[src/rtl/credit_display_mux.sv]
// credit_display_mux
//
// Multiplexed seven-segment credit display. A loaded credit target is either
// shown at once or counted up to one step at a time. The shown value goes
// through a sequential double-dabble binary-to-BCD engine, and the digits are
// scanned with leading-zero blanking and a blank gap at the start of each slot.
//
// Ports:
//   clk                  - system clock
//   reset_n              - asynchronous active-low reset
//   load_valid           - single-cycle strobe that loads a new target
//   load_value           - new credit target, sampled with load_valid
//   busy                 - high while the shown value is counting toward target
//   select               - one-hot digit enable (polarity per SEL_ACTIVE_LOW)
//   seven_segment_output - segments {g,f,e,d,c,b,a} (polarity per SEG_ACTIVE_LOW)
//
// Parameter legality: 10**NUM_DIGITS > 2**VALUE_WIDTH, VALUE_WIDTH >= 2,
// REFRESH_DIV >= 2, BLANK_CYCLES < REFRESH_DIV, STEP_DIV >= 1.

module credit_display_mux #(
    parameter int unsigned VALUE_WIDTH    = 12,
    parameter int unsigned NUM_DIGITS     = 4,
    parameter int unsigned REFRESH_DIV    = 50000,
    parameter int unsigned BLANK_CYCLES   = 500,
    parameter int unsigned STEP_DIV       = 250000,
    parameter int unsigned ANIMATE        = 1,
    parameter int unsigned SEG_ACTIVE_LOW = 1,
    parameter int unsigned SEL_ACTIVE_LOW = 1
) (
    input  logic                   clk,
    input  logic                   reset_n,
    input  logic                   load_valid,
    input  logic [VALUE_WIDTH-1:0] load_value,
    output logic                   busy,
    output logic [NUM_DIGITS-1:0]  select,
    output logic [6:0]             seven_segment_output
);

    localparam int unsigned BcdW  = 4 * NUM_DIGITS;
    localparam int unsigned StepW = (STEP_DIV > 1) ? $clog2(STEP_DIV) : 1;
    localparam int unsigned CntW  = $clog2(VALUE_WIDTH + 1);
    localparam int unsigned SlotW = $clog2(REFRESH_DIV);
    localparam int unsigned IdxW  = (NUM_DIGITS > 1) ? $clog2(NUM_DIGITS) : 1;

    localparam logic [StepW-1:0] StepLast = StepW'(STEP_DIV - 1);
    localparam logic [SlotW-1:0] SlotLast = SlotW'(REFRESH_DIV - 1);
    localparam logic [SlotW-1:0] SlotShow = SlotW'(BLANK_CYCLES);
    localparam logic [IdxW-1:0]  IdxLast  = IdxW'(NUM_DIGITS - 1);

    localparam logic [NUM_DIGITS-1:0] SelOff =
        (SEL_ACTIVE_LOW != 0) ? {NUM_DIGITS{1'b1}} : {NUM_DIGITS{1'b0}};
    localparam logic [6:0] SegOff = (SEG_ACTIVE_LOW != 0) ? 7'h7F : 7'h00;

    // Active-high segment pattern for one BCD digit; 10..15 never occur and
    // decode to all-off.
    function automatic logic [6:0] seg_decode(input logic [3:0] digit);
        logic [6:0] seg;
        case (digit)
            4'd0:    seg = 7'b0111111;
            4'd1:    seg = 7'b0000110;
            4'd2:    seg = 7'b1011011;
            4'd3:    seg = 7'b1001111;
            4'd4:    seg = 7'b1100110;
            4'd5:    seg = 7'b1101101;
            4'd6:    seg = 7'b1111101;
            4'd7:    seg = 7'b0000111;
            4'd8:    seg = 7'b1111111;
            4'd9:    seg = 7'b1101111;
            default: seg = 7'b0000000;
        endcase
        return seg;
    endfunction

    // ------------------------------------------------------------------
    // Target / shown value and count-up animation
    // ------------------------------------------------------------------
    logic [VALUE_WIDTH-1:0] target_q;
    logic [VALUE_WIDTH-1:0] disp_val_q;
    logic [VALUE_WIDTH-1:0] disp_inc;
    logic [StepW-1:0]       step_cnt_q;
    logic                   busy_q;

    assign disp_inc = disp_val_q + VALUE_WIDTH'(1);

    always_ff @(posedge clk or negedge reset_n) begin
        if (!reset_n) begin
            target_q   <= '0;
            disp_val_q <= '0;
            step_cnt_q <= '0;
            busy_q     <= 1'b0;
        end else if (load_valid) begin
            target_q   <= load_value;
            step_cnt_q <= '0;
            // Decreases (and equal values) are never animated.
            if (ANIMATE == 0 || load_value <= disp_val_q) begin
                disp_val_q <= load_value;
                busy_q     <= 1'b0;
            end else begin
                busy_q <= 1'b1;
            end
        end else if (disp_val_q < target_q) begin
            if (step_cnt_q == StepLast) begin
                step_cnt_q <= '0;
                disp_val_q <= disp_inc;
                // busy drops on the same edge the shown value reaches target.
                busy_q     <= (disp_inc != target_q);
            end else begin
                step_cnt_q <= step_cnt_q + StepW'(1);
            end
        end
    end

    assign busy = busy_q;

    // ------------------------------------------------------------------
    // Sequential double-dabble conversion
    // ------------------------------------------------------------------
    typedef enum logic {StIdle, StConv} conv_state_e;

    conv_state_e            state_q;
    logic [VALUE_WIDTH-1:0] shift_q;
    logic [VALUE_WIDTH-1:0] cap_q;
    logic [VALUE_WIDTH-1:0] last_conv_q;
    logic [BcdW-1:0]        acc_q;
    logic [BcdW-1:0]        bcd_q;
    logic [CntW-1:0]        cnt_q;

    logic [BcdW-1:0]        acc_adj;
    logic [BcdW-1:0]        acc_next;
    logic [VALUE_WIDTH-1:0] shift_next;

    // One iteration: add 3 to every nibble >= 5, then shift the value MSB in.
    always_comb begin
        acc_adj = acc_q;
        for (int i = 0; i < int'(NUM_DIGITS); i++) begin
            if (acc_q[4*i +: 4] >= 4'd5) begin
                acc_adj[4*i +: 4] = acc_q[4*i +: 4] + 4'd3;
            end
        end
        acc_next   = {acc_adj[BcdW-2:0], shift_q[VALUE_WIDTH-1]};
        shift_next = {shift_q[VALUE_WIDTH-2:0], 1'b0};
    end

    always_ff @(posedge clk or negedge reset_n) begin
        if (!reset_n) begin
            state_q     <= StIdle;
            shift_q     <= '0;
            cap_q       <= '0;
            last_conv_q <= '0;
            acc_q       <= '0;
            bcd_q       <= '0;
            cnt_q       <= '0;
        end else begin
            case (state_q)
                StIdle: begin
                    if (disp_val_q != last_conv_q) begin
                        shift_q <= disp_val_q;
                        cap_q   <= disp_val_q;
                        acc_q   <= '0;
                        cnt_q   <= CntW'(VALUE_WIDTH);
                        state_q <= StConv;
                    end
                end
                StConv: begin
                    acc_q   <= acc_next;
                    shift_q <= shift_next;
                    cnt_q   <= cnt_q - CntW'(1);
                    // bcd is only written with a finished conversion; a value
                    // change mid-conversion is picked up again from StIdle.
                    if (cnt_q == CntW'(1)) begin
                        bcd_q       <= acc_next;
                        last_conv_q <= cap_q;
                        state_q     <= StIdle;
                    end
                end
                default: state_q <= StIdle;
            endcase
        end
    end

    // ------------------------------------------------------------------
    // Digit scan
    // ------------------------------------------------------------------
    logic [SlotW-1:0]      slot_q;
    logic [SlotW-1:0]      slot_d;
    logic [IdxW-1:0]       idx_q;
    logic [IdxW-1:0]       idx_d;
    logic [NUM_DIGITS-1:0] lead_zero;
    logic                  all_zero;
    logic [3:0]            nibble;
    logic [NUM_DIGITS-1:0] sel_on;
    logic [6:0]            seg_on;
    logic [NUM_DIGITS-1:0] sel_q;
    logic [6:0]            seg_q;

    always_comb begin
        slot_d = slot_q + SlotW'(1);
        idx_d  = idx_q;
        if (slot_q == SlotLast) begin
            slot_d = '0;
            idx_d  = (idx_q == IdxLast) ? '0 : idx_q + IdxW'(1);
        end
    end

    // lead_zero[i]: digit i and every digit above it are zero.
    always_comb begin
        all_zero  = 1'b1;
        lead_zero = '0;
        for (int i = int'(NUM_DIGITS) - 1; i >= 0; i--) begin
            all_zero     = all_zero && (bcd_q[4*i +: 4] == 4'd0);
            lead_zero[i] = all_zero;
        end
    end

    // Output registers are loaded from the next slot/index so they line up
    // with the counters they describe.
    always_comb begin
        nibble = bcd_q[{idx_d, 2'b00} +: 4];
        sel_on = '0;
        seg_on = 7'h00;
        if (slot_d >= SlotShow) begin
            sel_on[idx_d] = 1'b1;
            if (idx_d == '0 || !lead_zero[idx_d]) begin
                seg_on = seg_decode(nibble);
            end
        end
    end

    always_ff @(posedge clk or negedge reset_n) begin
        if (!reset_n) begin
            slot_q <= '0;
            idx_q  <= '0;
            sel_q  <= SelOff;
            seg_q  <= SegOff;
        end else begin
            slot_q <= slot_d;
            idx_q  <= idx_d;
            sel_q  <= (SEL_ACTIVE_LOW != 0) ? ~sel_on : sel_on;
            seg_q  <= (SEG_ACTIVE_LOW != 0) ? ~seg_on : seg_on;
        end
    end

    assign select               = sel_q;
    assign seven_segment_output = seg_q;

endmodule

[config.mk]
export PLATFORM = sky130hd
export DESIGN_NAME = credit_display_mux
export DESIGN_NICKNAME = d
export VERILOG_FILES = /design/src/rtl/credit_display_mux.sv
export SDC_FILE = /design/constraint.sdc
export NUM_CORES = 1
export LEC_CHECK = 0
export ABC_CLOCK_PERIOD_IN_PS = 10030
export BUFFER_PORTS_ARGS = -buffer_cell sky130_fd_sc_hd__buf_2
export CAP_MARGIN = 20
export CORE_MARGIN = 4
export CORE_UTILIZATION = 25
export CTS_BUF_LIST = sky130_fd_sc_hd__clkbuf_4 sky130_fd_sc_hd__clkbuf_8 sky130_fd_sc_hd__clkbuf_16
export DETAILED_ROUTE_END_ITERATION = 6
export GPL_TIMING_DRIVEN = 0
export HOLD_SLACK_MARGIN = 0.05
export SLEW_MARGIN = 0
export SYNTH_ARGS = -nofsm -noshare
export SYNTH_HDL_FRONTEND = slang
export SYNTH_SLANG_ARGS = --single-unit
[constraint.sdc]
create_clock -name clk -period 10.03 [get_ports clk]
set_clock_uncertainty 0.15 [all_clocks]
set_input_delay 1.003 -clock clk [delete_from_list [all_inputs] [get_ports clk]]
set_output_delay 1.003 -clock clk [all_outputs]
set_load 0.02 [all_outputs]
Word-level counts from Yosys, hierarchy flattened --
Memory sizes are Yosys's and may differ from the RTL's. Index checks and enable logic that the tools add are counted.
Operators by class: $add $sub $neg 9, multipliers 0, div/mod/pow operators 0, order comparisons 9, equality and inequality tests 8, shifts and indexed selects 1, multiplexer cells 34, bitwise operators 3, reductions and logical operators 17
Operator list (count):
- 2-to-1 mux 12 bit | 5
- 2-to-1 mux 18 bit | 3
- 2-to-1 mux 16 bit | 2
- one-hot mux 16 bit (2 select lines) | 1
- inequality test 12 bit | 2
- one-hot mux 12 bit (2 select lines) | 1
- 2-to-1 mux 4 bit | 5
- adder 18 x 1 -> 18 bit (second input constant) | 1
- equality test 18 bit (second input constant) | 1
- adder 16 x 1 -> 16 bit (second input constant) | 1
- equality test 16 bit (second input constant) | 1
- >= comparator 16 x 9 -> 1 bit (second input constant) | 1
- >= comparator 4 x 3 -> 1 bit (second input constant) | 4
- zero test 4 bit | 4
- variable part select 16 x 5 -> 4 bit | 1
- 2-to-1 mux 7 bit | 2
- adder 12 x 1 -> 12 bit (second input constant) | 1
- adder 4 x 2 -> 4 bit (second input constant) | 3
- less-or-equal comparator 12 bit | 1
- < comparator 12 bit | 1
- 2-to-1 mux 1 bit | 8
- one-hot mux 4 bit (2 select lines) | 1
- inverter 7 bit | 1
- AND reduction 2 bit | 3
- 22 further kinds | 27
Word-level totals: bits in registers 145, bits in latches 0, bits in writable memories 0, ROM bits 112, bits of input ports 15, output and inout bits 12, memories kept 1
Memories:
- (no name shown) | depth 16, width 7, read ports 1, clocked after memory_dff 0, wr ports 0, RTL line 58 | case (digit)

Logic depth before layout (Yosys ltp) --
depth after elaboration 11, mapped depth 15, mapped depth without buffers 14

Least setup slack after synthesis --
No wires, ideal clock.
path kind register to register, start reg slot_q[0], end reg seg_q[4], in the netlist seven_segment_output[4], library setup time 0.081 ns, data arrival time 3.059 ns, required time 9.799 ns, slack 6.739 ns, cell stages (with the launch flop) 16, buffers on the path 1, cell sequence dfrtp_1 ha_1 clkbuf_1 nand4_1 nor4_4 mux2i_1 inv_2 a211oi_2 nor2_1 inv_1 ha_1 inv_1 nand2_1 o22ai_1 a211oi_1 o21ai_1
On the way: cells in the longest elaborated chain, start to end 9
RTL lines:
- start: declaration | RTL line 184 | logic [SlotW-1:0] slot_q;
- start signal: assignment | RTL line 236 | slot_q <= slot_d;
- equality test 16 bit * | RTL line 199 | if (slot_q == SlotLast) begin
- 2-to-1 mux 2 bit * | RTL line 199
- via idx_d[1] | RTL line 187 | logic [IdxW-1:0] idx_d;
- branches (longest 4 deep; another with memory (16 x 7 bit))
- 2-to-1 mux 7 bit * | RTL line 223 | if (idx_d == '0 || !lead_zero[idx_d]) begin
- 2-to-1 mux 7 bit * | RTL line 221 | if (slot_d >= SlotShow) begin
- inverter 7 bit * | RTL line 239 | seg_q <= (SEG_ACTIVE_LOW != 0) ? ~seg_on : seg_on;
- end signal: assignment | RTL line 234 | seg_q <= SegOff;
- end signal: assignment | RTL line 239
- end: declaration | RTL line 194 | logic [6:0] seg_q;
Mark *: on every way through the listed nets, which the timed path passes. The select of a mux whose other input is x is not followed. A chain may end at the register's enable or synchronous reset.

Worst setup path after layout --
Same ends and word-level chain as after synthesis.

==> flow_summary_export.csv <==
group,metric,value,unit
run_status,status,"finished clean",
worst_setup_path,cp-start-kind,"register",
detailed_routing,wl_per_cell,13.69,um
worst_hold_path,min_path_cells,2,
synth,synth_area,0.008213,mm2
worst_setup_path,slowest_stage,"mux2i_1",
timing,period_minus_slack,3.966,ns
timing,max_freq,252.1,MHz
layout,antenna_cells,0,
worst_setup_path,r2r_cells,15,
grt,grt_remaining_overflow,0,
die,die_w,189.3,um
layout,ff_latch_area,0.003642,mm2
clocking,cts.clk_slew.worst_paths,0.07,ns
detailed_routing,drt-initial-drc-count,478,
synth,postSynthCellCount,889,
timing,grt_setup_unrepaired,"false",
worst_setup_path,endpoint_kind,"register",
detailed_routing,via_per_inst,4.699,
clocking,cts_made_buffers,17,
layout,layout_commonest_cell,"dfrtp_1",
clocking,cts_sinks,145,
die,io_pins,27,
clocking,postCtsSetupBuffers,0,
synth,syn-num-nets,947,
layout,multi_input_area,0.004164,mm2
worst_setup_path,worstPathArrival,4.17,ns
power,power_density,248.4,mW/mm2
timing,hold_violations,0,
grt,antenna_found_initial,0,
worst_setup_path,path_cells,"ha_1, clkbuf_1, nand4_1, nor4_4, mux2i_1, inv_2, a211oi_2, nor2_1, inv_1, ha_1, inv_1, nand2_1, o22ai_1, a211oi_1, o21ai_1",
detailed_routing,dr_total_vias,6531,
worst_hold_path,holdCritStartpoint,"cap_q[4]$_DFFE_PN0P_",
worst_hold_path,hp-class,"register to register",
synth,ys_warn_count,0,
synth,synth-seq-cells,145,
placed_design,hpwl,13480,um
detailed_routing,wirelength,19040,um
layout,final_cell_mix,"dfrtp_1 (134), nand2_1 (122), o21ai_0 (68), nor2_1 (58), inv_1 (54)",
job,cap_violations,0,
clocking,clockBufferDepth,2,
die,die_h,189.3,um
grt,grtUsageTotal,0.1099,
placed_design,dpl_cell_area,0.008930,mm2
synth,synth-simple-area-share,0.1846,
worst_setup_path,cp.required,10.24,ns
worst_setup_path,crit-reg2reg-launch,"slot_q[0]$_DFF_PN0_",
timing,setup_viol,0,
synth,yosysUniqueCellTypes,60,
die,coreArea,0.03245,mm2
layout,final_nets,993,
grt,grt_first_pass_wirelength,32540,um
worst_setup_path,reg2reg_to,"seven_segment_output[4]$_DFF_PN1_",
worst_setup_path,critical_path_class,"register to register",
synth,synth_fa_ha_area_frac,0.06551,
synth,ys_seq_area_frac,0.4435,
clocking,hold_buffers,0,
synth,ys_dominant_reg_cell,"dfrtp_1",
grt,grt_pass1_vias,6411,
worst_setup_path,cp_max_fo,9,
detailed_routing,firstDrtPassIters,5,
die,start_util,0.2531,
clocking,root_buffer,"clkbuf_16",
layout,final_util,0.2929,
timing,worst_pin_slew,0.9247,ns
synth,synth_area_per_cell,9.238,um2
clocking,cts_tree,"yes",
grt,grt_max_degree,88,
layout,area_delta_synth_final,15.72,%
synth,async_flop_share,1.000,
die,die-area,0.03582,mm2
power,power.leakage,0.004111,uW
synth,synth_edf_count,0,
timing,drv_slew,0,
worst_setup_path,critical_path.max_stage_delay,0.63,ns
clocking,cts_resized,0,
layout,fin_area,0.009504,mm2
timing,setup_tns,0,ns
layout,drive_gt1_frac,0.1129,
timing,fin_crit_sh,0.3954,
synth,synth-compound-area-share,0.1434,
worst_setup_path,r2r_slack,6.06,ns
clocking,h-tree-depth,4,
clocking,insertion_delay,0.43,ns
synth,synth_xor_area_frac,0.06399,
detailed_routing,postRouteAntennaNets,0,
power,peakVddDrop,0.0001473,V
die,rows,66,
layout,n_fill_cell,3404,
detailed_routing,drc,0,
synth,synthMuxAreaShare,0.04951,
synth,synth_top_family_by_area,"simple AND/OR/NAND/NOR gates",
placed_design,io_buffers,26,
placed_design,finalWeightedCongestion,0.8495,
timing,maxSlewHeadroom,0.3813,
worst_hold_path,whs_endpoint,"last_conv_q[4]$_DFFE_PN0P_",
-- power by group --
| part | total, uW | leakage, uW | switching, uW | internal [uW] |
|---|---|---|---|---|
| Combinational | 857 | 0.00200 | 514 | 344 |
| Clock | 624 | 0.000280 | 269 | 355 |
| Sequential | 880 | 0.00183 | 132 | 748 |
| Total | 2360 | 0.00411 | 914 | 1450 |
-- worst max-delay path: cells and delay by family, from the launching register on --
family	cells	cell delay, ns
AO/OA/AOI/OAI	4	0.59
multiplexers	1	0.63
AND/OR/NAND/NOR	4	1.14
flip-flops	1	0.42
adder cells (fa/ha/maj)	2	0.32
buffers and inverters	4	0.64
-- cells in the mapped netlist, types with 8 or more instances --
cell | number | area share
dfrtp_1 | 134 | 0.41
nand4_1 | 24 | 0.018
ha_1 | 43 | 0.066
o21ai_0 | 68 | 0.041
a31oi_1 | 8 | 0.0061
nand2b_1 | 8 | 0.0061
nor2_1 | 58 | 0.027
xnor2_1 | 25 | 0.027
inv_1 | 54 | 0.025
dfstp_2 | 11 | 0.035
and3_1 | 12 | 0.0091
nand3_1 | 28 | 0.017
a211oi_1 | 9 | 0.0082
mux2i_1 | 19 | 0.023
nand2_1 | 122 | 0.056
clkbuf_1 | 43 | 0.020
mux2_2 | 18 | 0.025
a21oi_1 | 31 | 0.019
nor4_1 | 15 | 0.011
xor2_1 | 35 | 0.037
o31ai_1 | 12 | 0.011
o21ai_1 | 13 | 0.0079
nor3_1 | 9 | 0.0055
-- final cells by class --
| class | instances | share of cell area |
|---|---|---|
| multi-input combinational | 640 | 0.4381 |
| sequential | 145 | 0.3832 |
| tap | 442 | 0.05819 |
| clock buffer | 19 | 0.04700 |
| inverter | 57 | 0.02251 |
| buffer | 47 | 0.02027 |
| timing repair buffer | 27 | 0.01725 |
| clock inverter | 13 | 0.01343 |
-- kinds of logic (layout without fill, tap and decap cells) --
| family | after synthesis | in the layout |
|---|---|---|
| buffers and inverters | 104 | 163 |
| AOI/OAI and AO/OA | 188 | 188 |
| adders and majority gates | 43 | 43 |
| DFF | 145 | 145 |
| xor gates and xnor gates | 60 | 60 |
| muxes | 38 | 38 |
| and+or+nand+nor | 311 | 311 |
-- state kept, by name, summed over array words and instances (netlist names) --
name	cells
target_q	12
busy	1
cap_q	12
state_q	1
seven_segment_output	7
idx_q	2
bcd_q	16
select	4
shift_q	12
disp_val_q	12
cnt_q	4
slot_q	16
last_conv_q	12
acc_q	16
step_cnt_q	18
-- through the flow --
stage	total power (uW)	std cells	hold WS (ns)	worst slack [ns]
2_1_floorplan	1499	889	0.2848	6.739
3_3_place_gp	1720	1357	0.2967	5.611
6_report	2361	1390	0.3127	6.064
5_1_grt	2552	1390	0.3333	5.768
3_5_place_dp	1748	1358	0.3016	6.132
4_1_cts	2382	1390	0.3121	6.088
-- how the worst max path moves through the flow --
| stage | startpoint | to | slack [ns] |
|---|---|---|---|
| finish | slot_q[0]$_DFF_PN0_ | seven_segment_output[4]$_DFF_PN1_ | 6.06 |
| global route | slot_q[0]$_DFF_PN0_ | seven_segment_output[4]$_DFF_PN1_ | 5.77 |
| global placement | reset_n | step_cnt_q[10]$_DFFE_PN0P_ | 5.61 |
| detailed placement | slot_q[0]$_DFF_PN0_ | seven_segment_output[4]$_DFF_PN1_ | 6.13 |
| CTS | slot_q[0]$_DFF_PN0_ | seven_segment_output[4]$_DFF_PN1_ | 6.09 |
| floorplan | slot_q[0]$_DFF_PN0_ | seven_segment_output[4]$_DFF_PN1_ | 6.74 |
-- metal layers --
layer  part of all wire  wire length [um]  GRT usage
met3              0.037               706    0.02636
met1               0.49              9416     0.1547
met4              0.016               311    0.03283
met5                  0                 0          0
met2               0.45              8602     0.1684
Power figures use the tool's default switching activity.
